==> src/rtl/vga_read_requester_if.sv <==
// SDRAM read-port bundle between the VGA read requester and the memory side.
// The requester drives the request/address pair; the memory side answers with
// a stall and one returned-datum strobe per cycle.
interface vga_read_requester_if;
  logic        rd_req;
  logic [24:0] rd_addr;
  logic        rd_waitrequest;
  logic        readValid;

  modport master (
    output rd_req,
    output rd_addr,
    input  rd_waitrequest,
    input  readValid
  );

  modport slave (
    input  rd_req,
    input  rd_addr,
    output rd_waitrequest,
    output readValid
  );
endinterface

==> src/rtl/vga_read_requester.sv <==
// VGA read requester: walks a pixel pointer over the frame and launches one
// SDRAM read per pixel at readOffset + pointer.  Issue is throttled by the
// number of reads still in flight and by how full the PortV output FIFO is.
// A shadow copy of the PortV tracker's pixel position is kept so that, when
// the tracker starts filling with null pixels, the request pointer can be
// re-aimed a fixed distance ahead of it and returned data lines up again.
module vga_read_requester #(
  parameter int unsigned FRAME_PIXELS    = 307200,
  parameter int unsigned MAX_OUTSTANDING = 8,
  parameter int unsigned FIFO_HIGH       = 480,
  parameter int unsigned SKIP_AHEAD      = 16
) (
  input  logic                        clk,
  input  logic                        portV_arst_n,
  input  logic [24:0]                 readOffset,
  input  logic [8:0]                  PortVout_usedw,
  input  logic                        PortVout_wrreq,
  input  logic                        PortVout_nullData,
  vga_read_requester_if.master        rd_bus,
  output logic [3:0]                  outstanding
);

  localparam logic [19:0] FRAME_P = 20'(FRAME_PIXELS);
  localparam logic [19:0] SKIP_P  = 20'(SKIP_AHEAD);
  localparam logic [3:0]  MAX_P   = 4'(MAX_OUTSTANDING);
  localparam logic [9:0]  HIGH_P  = 10'(FIFO_HIGH);

  typedef enum logic [0:0] {
    IDLE = 1'b0,
    REQ  = 1'b1
  } state_t;

  state_t      state_q, state_d;
  logic        rd_req_q, rd_req_d;
  logic [24:0] rd_addr_q, rd_addr_d;
  logic [3:0]  outstanding_q, outstanding_d;
  logic [18:0] req_ptr_q, req_ptr_d;
  logic [18:0] trk_ptr_q, trk_ptr_d;
  logic        resync_pend_q, resync_pend_d;

  logic        accept;
  logic        read_return;
  logic        null_pulse;
  logic        resync_want;
  logic [18:0] req_ptr_inc;
  logic [18:0] resync_ptr;

  // Fold a pointer sum back into the frame.  Callers only ever pass values
  // below twice the frame size, so a single subtraction is enough.
  function automatic logic [18:0] wrap_ptr(input logic [19:0] x);
    logic [19:0] y;
    y = x;
    if (x >= FRAME_P) begin
      y = x - FRAME_P;
    end
    return y[18:0];
  endfunction

  // Room to issue another read: a free outstanding slot, and the FIFO fill
  // plus everything already in flight stays under the high-water mark.
  function automatic logic has_credit(input logic [3:0] cnt,
                                      input logic [8:0] usedw);
    logic [9:0] level;
    level = {1'b0, usedw} + {6'd0, cnt};
    return (cnt < MAX_P) && (level < HIGH_P);
  endfunction

  // Next-state, pointer, counter and request logic for the issue FSM.
  always_comb begin
    state_d       = state_q;
    rd_req_d      = rd_req_q;
    rd_addr_d     = rd_addr_q;
    req_ptr_d     = req_ptr_q;

    accept        = rd_req_q & ~rd_bus.rd_waitrequest;
    read_return   = rd_bus.readValid & (outstanding_q != 4'd0);
    outstanding_d = outstanding_q + {3'd0, accept} - {3'd0, read_return};

    trk_ptr_d     = trk_ptr_q;
    if (PortVout_wrreq) begin
      trk_ptr_d = wrap_ptr({1'b0, trk_ptr_q} + 20'd1);
    end

    null_pulse    = PortVout_wrreq & PortVout_nullData;
    resync_want   = resync_pend_q | null_pulse;
    resync_pend_d = resync_want;

    req_ptr_inc   = wrap_ptr({1'b0, req_ptr_q} + 20'd1);
    resync_ptr    = wrap_ptr({1'b0, trk_ptr_d} + SKIP_P);

    case (state_q)
      IDLE: begin
        if (resync_want) begin
          req_ptr_d     = resync_ptr;
          resync_pend_d = 1'b0;
        end else if (has_credit(outstanding_q, PortVout_usedw)) begin
          state_d   = REQ;
          rd_req_d  = 1'b1;
          rd_addr_d = readOffset + {6'd0, req_ptr_q};
        end
      end

      REQ: begin
        if (accept) begin
          if (resync_want) begin
            req_ptr_d     = resync_ptr;
            resync_pend_d = 1'b0;
            state_d       = IDLE;
            rd_req_d      = 1'b0;
          end else begin
            req_ptr_d = req_ptr_inc;
            if (has_credit(outstanding_d, PortVout_usedw)) begin
              rd_addr_d = readOffset + {6'd0, req_ptr_inc};
            end else begin
              state_d  = IDLE;
              rd_req_d = 1'b0;
            end
          end
        end
      end

      default: begin
        state_d  = IDLE;
        rd_req_d = 1'b0;
      end
    endcase
  end

  // State register; reset drops any pending request immediately.
  always_ff @(posedge clk or negedge portV_arst_n) begin
    if (!portV_arst_n) begin
      state_q       <= IDLE;
      rd_req_q      <= 1'b0;
      rd_addr_q     <= 25'd0;
      outstanding_q <= 4'd0;
      req_ptr_q     <= 19'd0;
      trk_ptr_q     <= 19'd0;
      resync_pend_q <= 1'b0;
    end else begin
      state_q       <= state_d;
      rd_req_q      <= rd_req_d;
      rd_addr_q     <= rd_addr_d;
      outstanding_q <= outstanding_d;
      req_ptr_q     <= req_ptr_d;
      trk_ptr_q     <= trk_ptr_d;
      resync_pend_q <= resync_pend_d;
    end
  end

  assign rd_bus.rd_req  = rd_req_q;
  assign rd_bus.rd_addr = rd_addr_q;
  assign outstanding    = outstanding_q;

endmodule

==> src/flat_wrapper.sv <==
// flat-port wrapper written by rule: the top's interface ports become plain ports
module vga_read_requester_flat 
#(
  parameter int unsigned FRAME_PIXELS    = 307200,
  parameter int unsigned MAX_OUTSTANDING = 8,
  parameter int unsigned FIFO_HIGH       = 480,
  parameter int unsigned SKIP_AHEAD      = 16
)
  (clk, portV_arst_n, readOffset, PortVout_usedw, PortVout_wrreq, PortVout_nullData, outstanding, rd_bus_rd_req, rd_bus_rd_addr, rd_bus_rd_waitrequest, rd_bus_readValid);
  vga_read_requester_if rd_bus_i ();
  input  logic clk;
  input  logic portV_arst_n;
  input  logic [24:0] readOffset;
  input  logic [8:0] PortVout_usedw;
  input  logic PortVout_wrreq;
  input  logic PortVout_nullData;
  output logic [3:0] outstanding;
  output wire logic [$bits(rd_bus_i.rd_req)-1:0] rd_bus_rd_req;
  output wire logic [$bits(rd_bus_i.rd_addr)-1:0] rd_bus_rd_addr;
  input wire logic [$bits(rd_bus_i.rd_waitrequest)-1:0] rd_bus_rd_waitrequest;
  input wire logic [$bits(rd_bus_i.readValid)-1:0] rd_bus_readValid;
  assign rd_bus_rd_req = rd_bus_i.rd_req;
  assign rd_bus_rd_addr = rd_bus_i.rd_addr;
  assign rd_bus_i.rd_waitrequest = rd_bus_rd_waitrequest;
  assign rd_bus_i.readValid = rd_bus_readValid;
  vga_read_requester #(.FRAME_PIXELS(FRAME_PIXELS), .MAX_OUTSTANDING(MAX_OUTSTANDING), .FIFO_HIGH(FIFO_HIGH), .SKIP_AHEAD(SKIP_AHEAD)) u_core (.clk(clk), .portV_arst_n(portV_arst_n), .readOffset(readOffset), .PortVout_usedw(PortVout_usedw), .PortVout_wrreq(PortVout_wrreq), .PortVout_nullData(PortVout_nullData), .rd_bus(rd_bus_i), .outstanding(outstanding));
endmodule
==> config.mk <==
export PLATFORM = sky130hd
export DESIGN_NAME = vga_read_requester_flat
export DESIGN_NICKNAME = d
export VERILOG_FILES = /design/src/rtl/vga_read_requester_if.sv /design/src/rtl/vga_read_requester.sv /design/src/flat_wrapper.sv
export SDC_FILE = /design/constraint.sdc
export NUM_CORES = 1
export LEC_CHECK = 0
export ABC_CLOCK_PERIOD_IN_PS = 5800
export CAP_MARGIN = 20
export CORE_MARGIN = 2
export CORE_UTILIZATION = 50
export CTS_CLUSTER_SIZE = 20
export DETAILED_ROUTE_END_ITERATION = 8
export HOLD_SLACK_MARGIN = 0.1
export PLACE_DENSITY_LB_ADDON = 0.1
export SYNTH_ARGS = -nofsm -noshare
export SYNTH_HDL_FRONTEND = slang
export SYNTH_SLANG_ARGS = --single-unit
==> constraint.sdc <==
create_clock -name clk -period 5.8 [get_ports clk]
set_input_delay 0.87 -clock clk [delete_from_list [all_inputs] [get_ports clk]]
set_output_delay 0.87 -clock clk [all_outputs]
set_load 0.02 [all_outputs]
==> results.md <==
* Status: completed
* VDD IR max at 284.5 uV
* Final WL at approximately 17000 um
* Clock root buffer: clkbuf_16
* Total power at between 3000 and 4000 uW
* Required time worst endpoint at between 6 and 7 ns
* Hold Crit Class: register to register
* Post-synth top area cell: dfrtp_1
* Clk buf depth at 2
* DP Worst Slack at 0.5734 ns
* Synth Area in XOR/XNOR at 9.381%
* RSZ-0062 raised after global routing: no
* Die Ht at 119.1 um
* Flop pwr share at between 20% and 30%
* Iteration-0 DRC Markers at between 500 and 600
* Top Ports at 70
* CTS tree: yes
* Clock-pin slew on the worst setup and hold paths at 0.06 ns
* Final Util at 58.75%
* Clock network fraction of total power at 17.5%
* Antenna violations before repair at 0
* Sequential fraction of the synthesis area at between 20% and 30%
* First-pass GRT wire length at 28770 um
* IO Port Bufs at 69
* Post-route DRC violation count at 0
* EDFF count, synth at 0
* WL/cell at 16.84 um
* Sw frac at 43.99%
* Asr flop ratio synth at 100.0%
* Clock skew at 0.01058 ns
* DP HPWL at ~13000 um
* Multiplexer share of the synthesized area at 3.152%
* Post-synthesis register bit count at 70
* Fillers at 1166
* Hold depth at 1
* Nets@finish at 918
* Pre-antenna DRT Iters at 6
* Routability cong. at between 0.9 and 1
* Rel. slew slack at 29.95%
* Pins Over Slew Limit at 0
* Synthesized Nets at a little under 900
* Power per Cell Area at 466.2 nW/um2
* Synth warn at 0
* Top FF cell, synth: dfrtp_1
* Gr ovfl total at 0
* F_max at 185.9 MHz
* Final Hold Vio Count at 0
* Final Cycle Share at 92.72%
* Site row count at 42
* Synth area leaders: dfrtp_1 (26%), ha_1 (7.2%), xnor2_1 (6.6%), a21oi_1 (4.7%), nor2_1 (4.1%)
* Syn Area/Cell at 8.434 um2
* Cell Int Power at between 2000 and 2500 uW
* Routed vias/inst at 6.064
* Clk sink count at 70
* Die area at ~14000 um2
* Most frequent cells in the layout: nor2_1 (72), dfrtp_1 (70), clkdlybuf4s50_1 (68)
* TritonCTS Buffers at 9
* Pin count of the biggest net entering global routing at around 70
* Post-route ant nets at 0
* Clk Latency, worst-skew pair at 0.34 ns
* Vias in the first global route at around 6000
* R2r worst-path depth at 18
* Synth Area in Simple Gates at 21.71%
* P_sw at 1577 uW
* Vias at ~6200
* Final setup fails at 0
* P&R area growth vs syn at 15.97%
* Worst slew pin tran at 1.043 ns
* Area share of fa/ha/maj cells after synthesis at under 10%
* GRT Resource Usage Total at 24.70%
* Worst setup margin at between 0.4 and 0.5 ns
* Initial Util at 50.66%
* Synth cell types at 99
* CTS H-tree lvls at 3
* Crit path capture type: register
* CTS Hold Buffers Added at 0
* MaxCap Viol Count at 0
* Share of cells above drive strength 1 at 10.91%
* Maximum fanout along the worst path at 7
* Total inserted antenna cells at 0
* TNS Setup at 0 ns
* Combinational share of power at approximately 57%
* Core area at 13090 um2
* Chip width at 119.1 um
* Crit path kind: register to register
* Largest family of logic cells by synthesized area: compound AO/OA/AOI/OAI gates
* Compound-Gate Fraction of Synth Area at ~25%
* CP Launch Type: register
* Yosys top cell area share at between 20% and 30%
* Synthesized netlist cell count at 786
* Crit path arrival time at between 5 and 6 ns
* Post-CTS Resized at 0
* Mapped Area at ~6600 um2
* Post-CTS setup buffer count at 0
* P_leak at 0.003103 uW
* Commonest non-fill, non-tap cell in the layout: nor2_1
* Final min period at 5.378 ns
## power groups by stage
stage	clock (uW)	sequential [uW]	combinational, uW
4_1_cts	634	913	2050
2_1_floorplan	0	951	1430
6_report	627	916	2040
3_5_place_dp	0	921	2030
5_1_grt	658	952	2280
3_3_place_gp	0	908	1990
## sequential cells by signal (all words and copies together) (netlist names)
register               flops
u_core.outstanding         4
u_core.rd_bus.rd_addr     25
u_core.rd_bus.rd_req       1
u_core.req_ptr_q          19
u_core.resync_pend_q       1
u_core.state_q             1
u_core.trk_ptr_q          19
## kinds of logic (layout without fill, tap and decap cells)
family,after synthesis,count (layout)
compound gates,235,235
simple gates,275,275
buf+inv,76,133
flops,70,70
fa+ha+maj,40,40
xor+xnor,71,71
mux,19,19
## final timing paths
kind | startpoint | endpoint | slack [ns]
setup / recovery | u_core.req_ptr_q[0] | u_core.rd_bus.rd_addr[24] | 0.42
hold / removal | u_core.rd_bus.rd_addr[9] | u_core.rd_bus.rd_addr[9] | 0.50
setup reg to reg | u_core.req_ptr_q[0] | u_core.rd_bus.rd_addr[24] | 0.42
hold reg to reg | u_core.rd_bus.rd_addr[9] | u_core.rd_bus.rd_addr[9] | 0.50
max in group asynchronous | portV_arst_n | u_core.trk_ptr_q[17] | 4.43
min in group asynchronous | portV_arst_n | u_core.rd_bus.rd_addr[7] | 0.76
## Yosys cell counts, types with 11 or more instances
cell type	count
a21o_1	13
inv_1	37
o21ai_0	30
ha_1	38
dfrtp_1	70
nor3_1	19
xnor2_1	50
xor2_1	21
mux2_2	11
clkbuf_1	20
o22ai_1	11
nand2_1	67
nand3_1	23
nor2_1	72
nand4_1	13
a21oi_1	62
## final cells by class
| cell class | count | area, um2 | area share [%] |
|---|---|---|---|
| timing repair buffer | 78 | 753.2 | 9.798 |
| clock inverter | 5 | 81.33 | 1.058 |
| multi-input combinational | 640 | 4482 | 58.30 |
| clock buffer | 11 | 252.7 | 3.288 |
| inverter | 39 | 146.4 | 1.904 |
| tap | 176 | 220.2 | 2.865 |
| sequential | 70 | 1752 | 22.79 |
## critical path: stages (launching register included)
cell	delay, ns
dfrtp_1	0.47
ha_1	0.30
and4_1	0.34
and3_1	0.21
nand2_1	0.07
xnor2_1	0.35
ha_1	0.25
o22ai_1	0.14
o221ai_1	0.24
a22o_1	0.31
mux2_2	0.39
mux2_2	0.28
ha_1	0.34
and3_1	0.20
o211ai_1	0.12
a31o_2	0.30
a2111oi_0	0.63
xnor2_1	0.19
a21oi_1	0.08
## routing by layer
layer	track usage [%]	share of wire, %	vias up
met5	0	0	-
met4	7.292	1.3	0
met3	3.017	4.7	19
met2	40.34	46	207
met1	34.32	48	2942
li1	-	-	3011
## metrics by stage
stage	instances	instance area [um2]	hold WS (ns)
floorplan	786	6629	0.5299
global placement	1003	7353	0.4726
detailed placement	1003	7353	0.4916
CTS	1019	7687	0.5053
global route	1019	7687	0.5167
finish	1019	7687	0.5050
No activity file was read; power rests on OpenSTA's default activity.
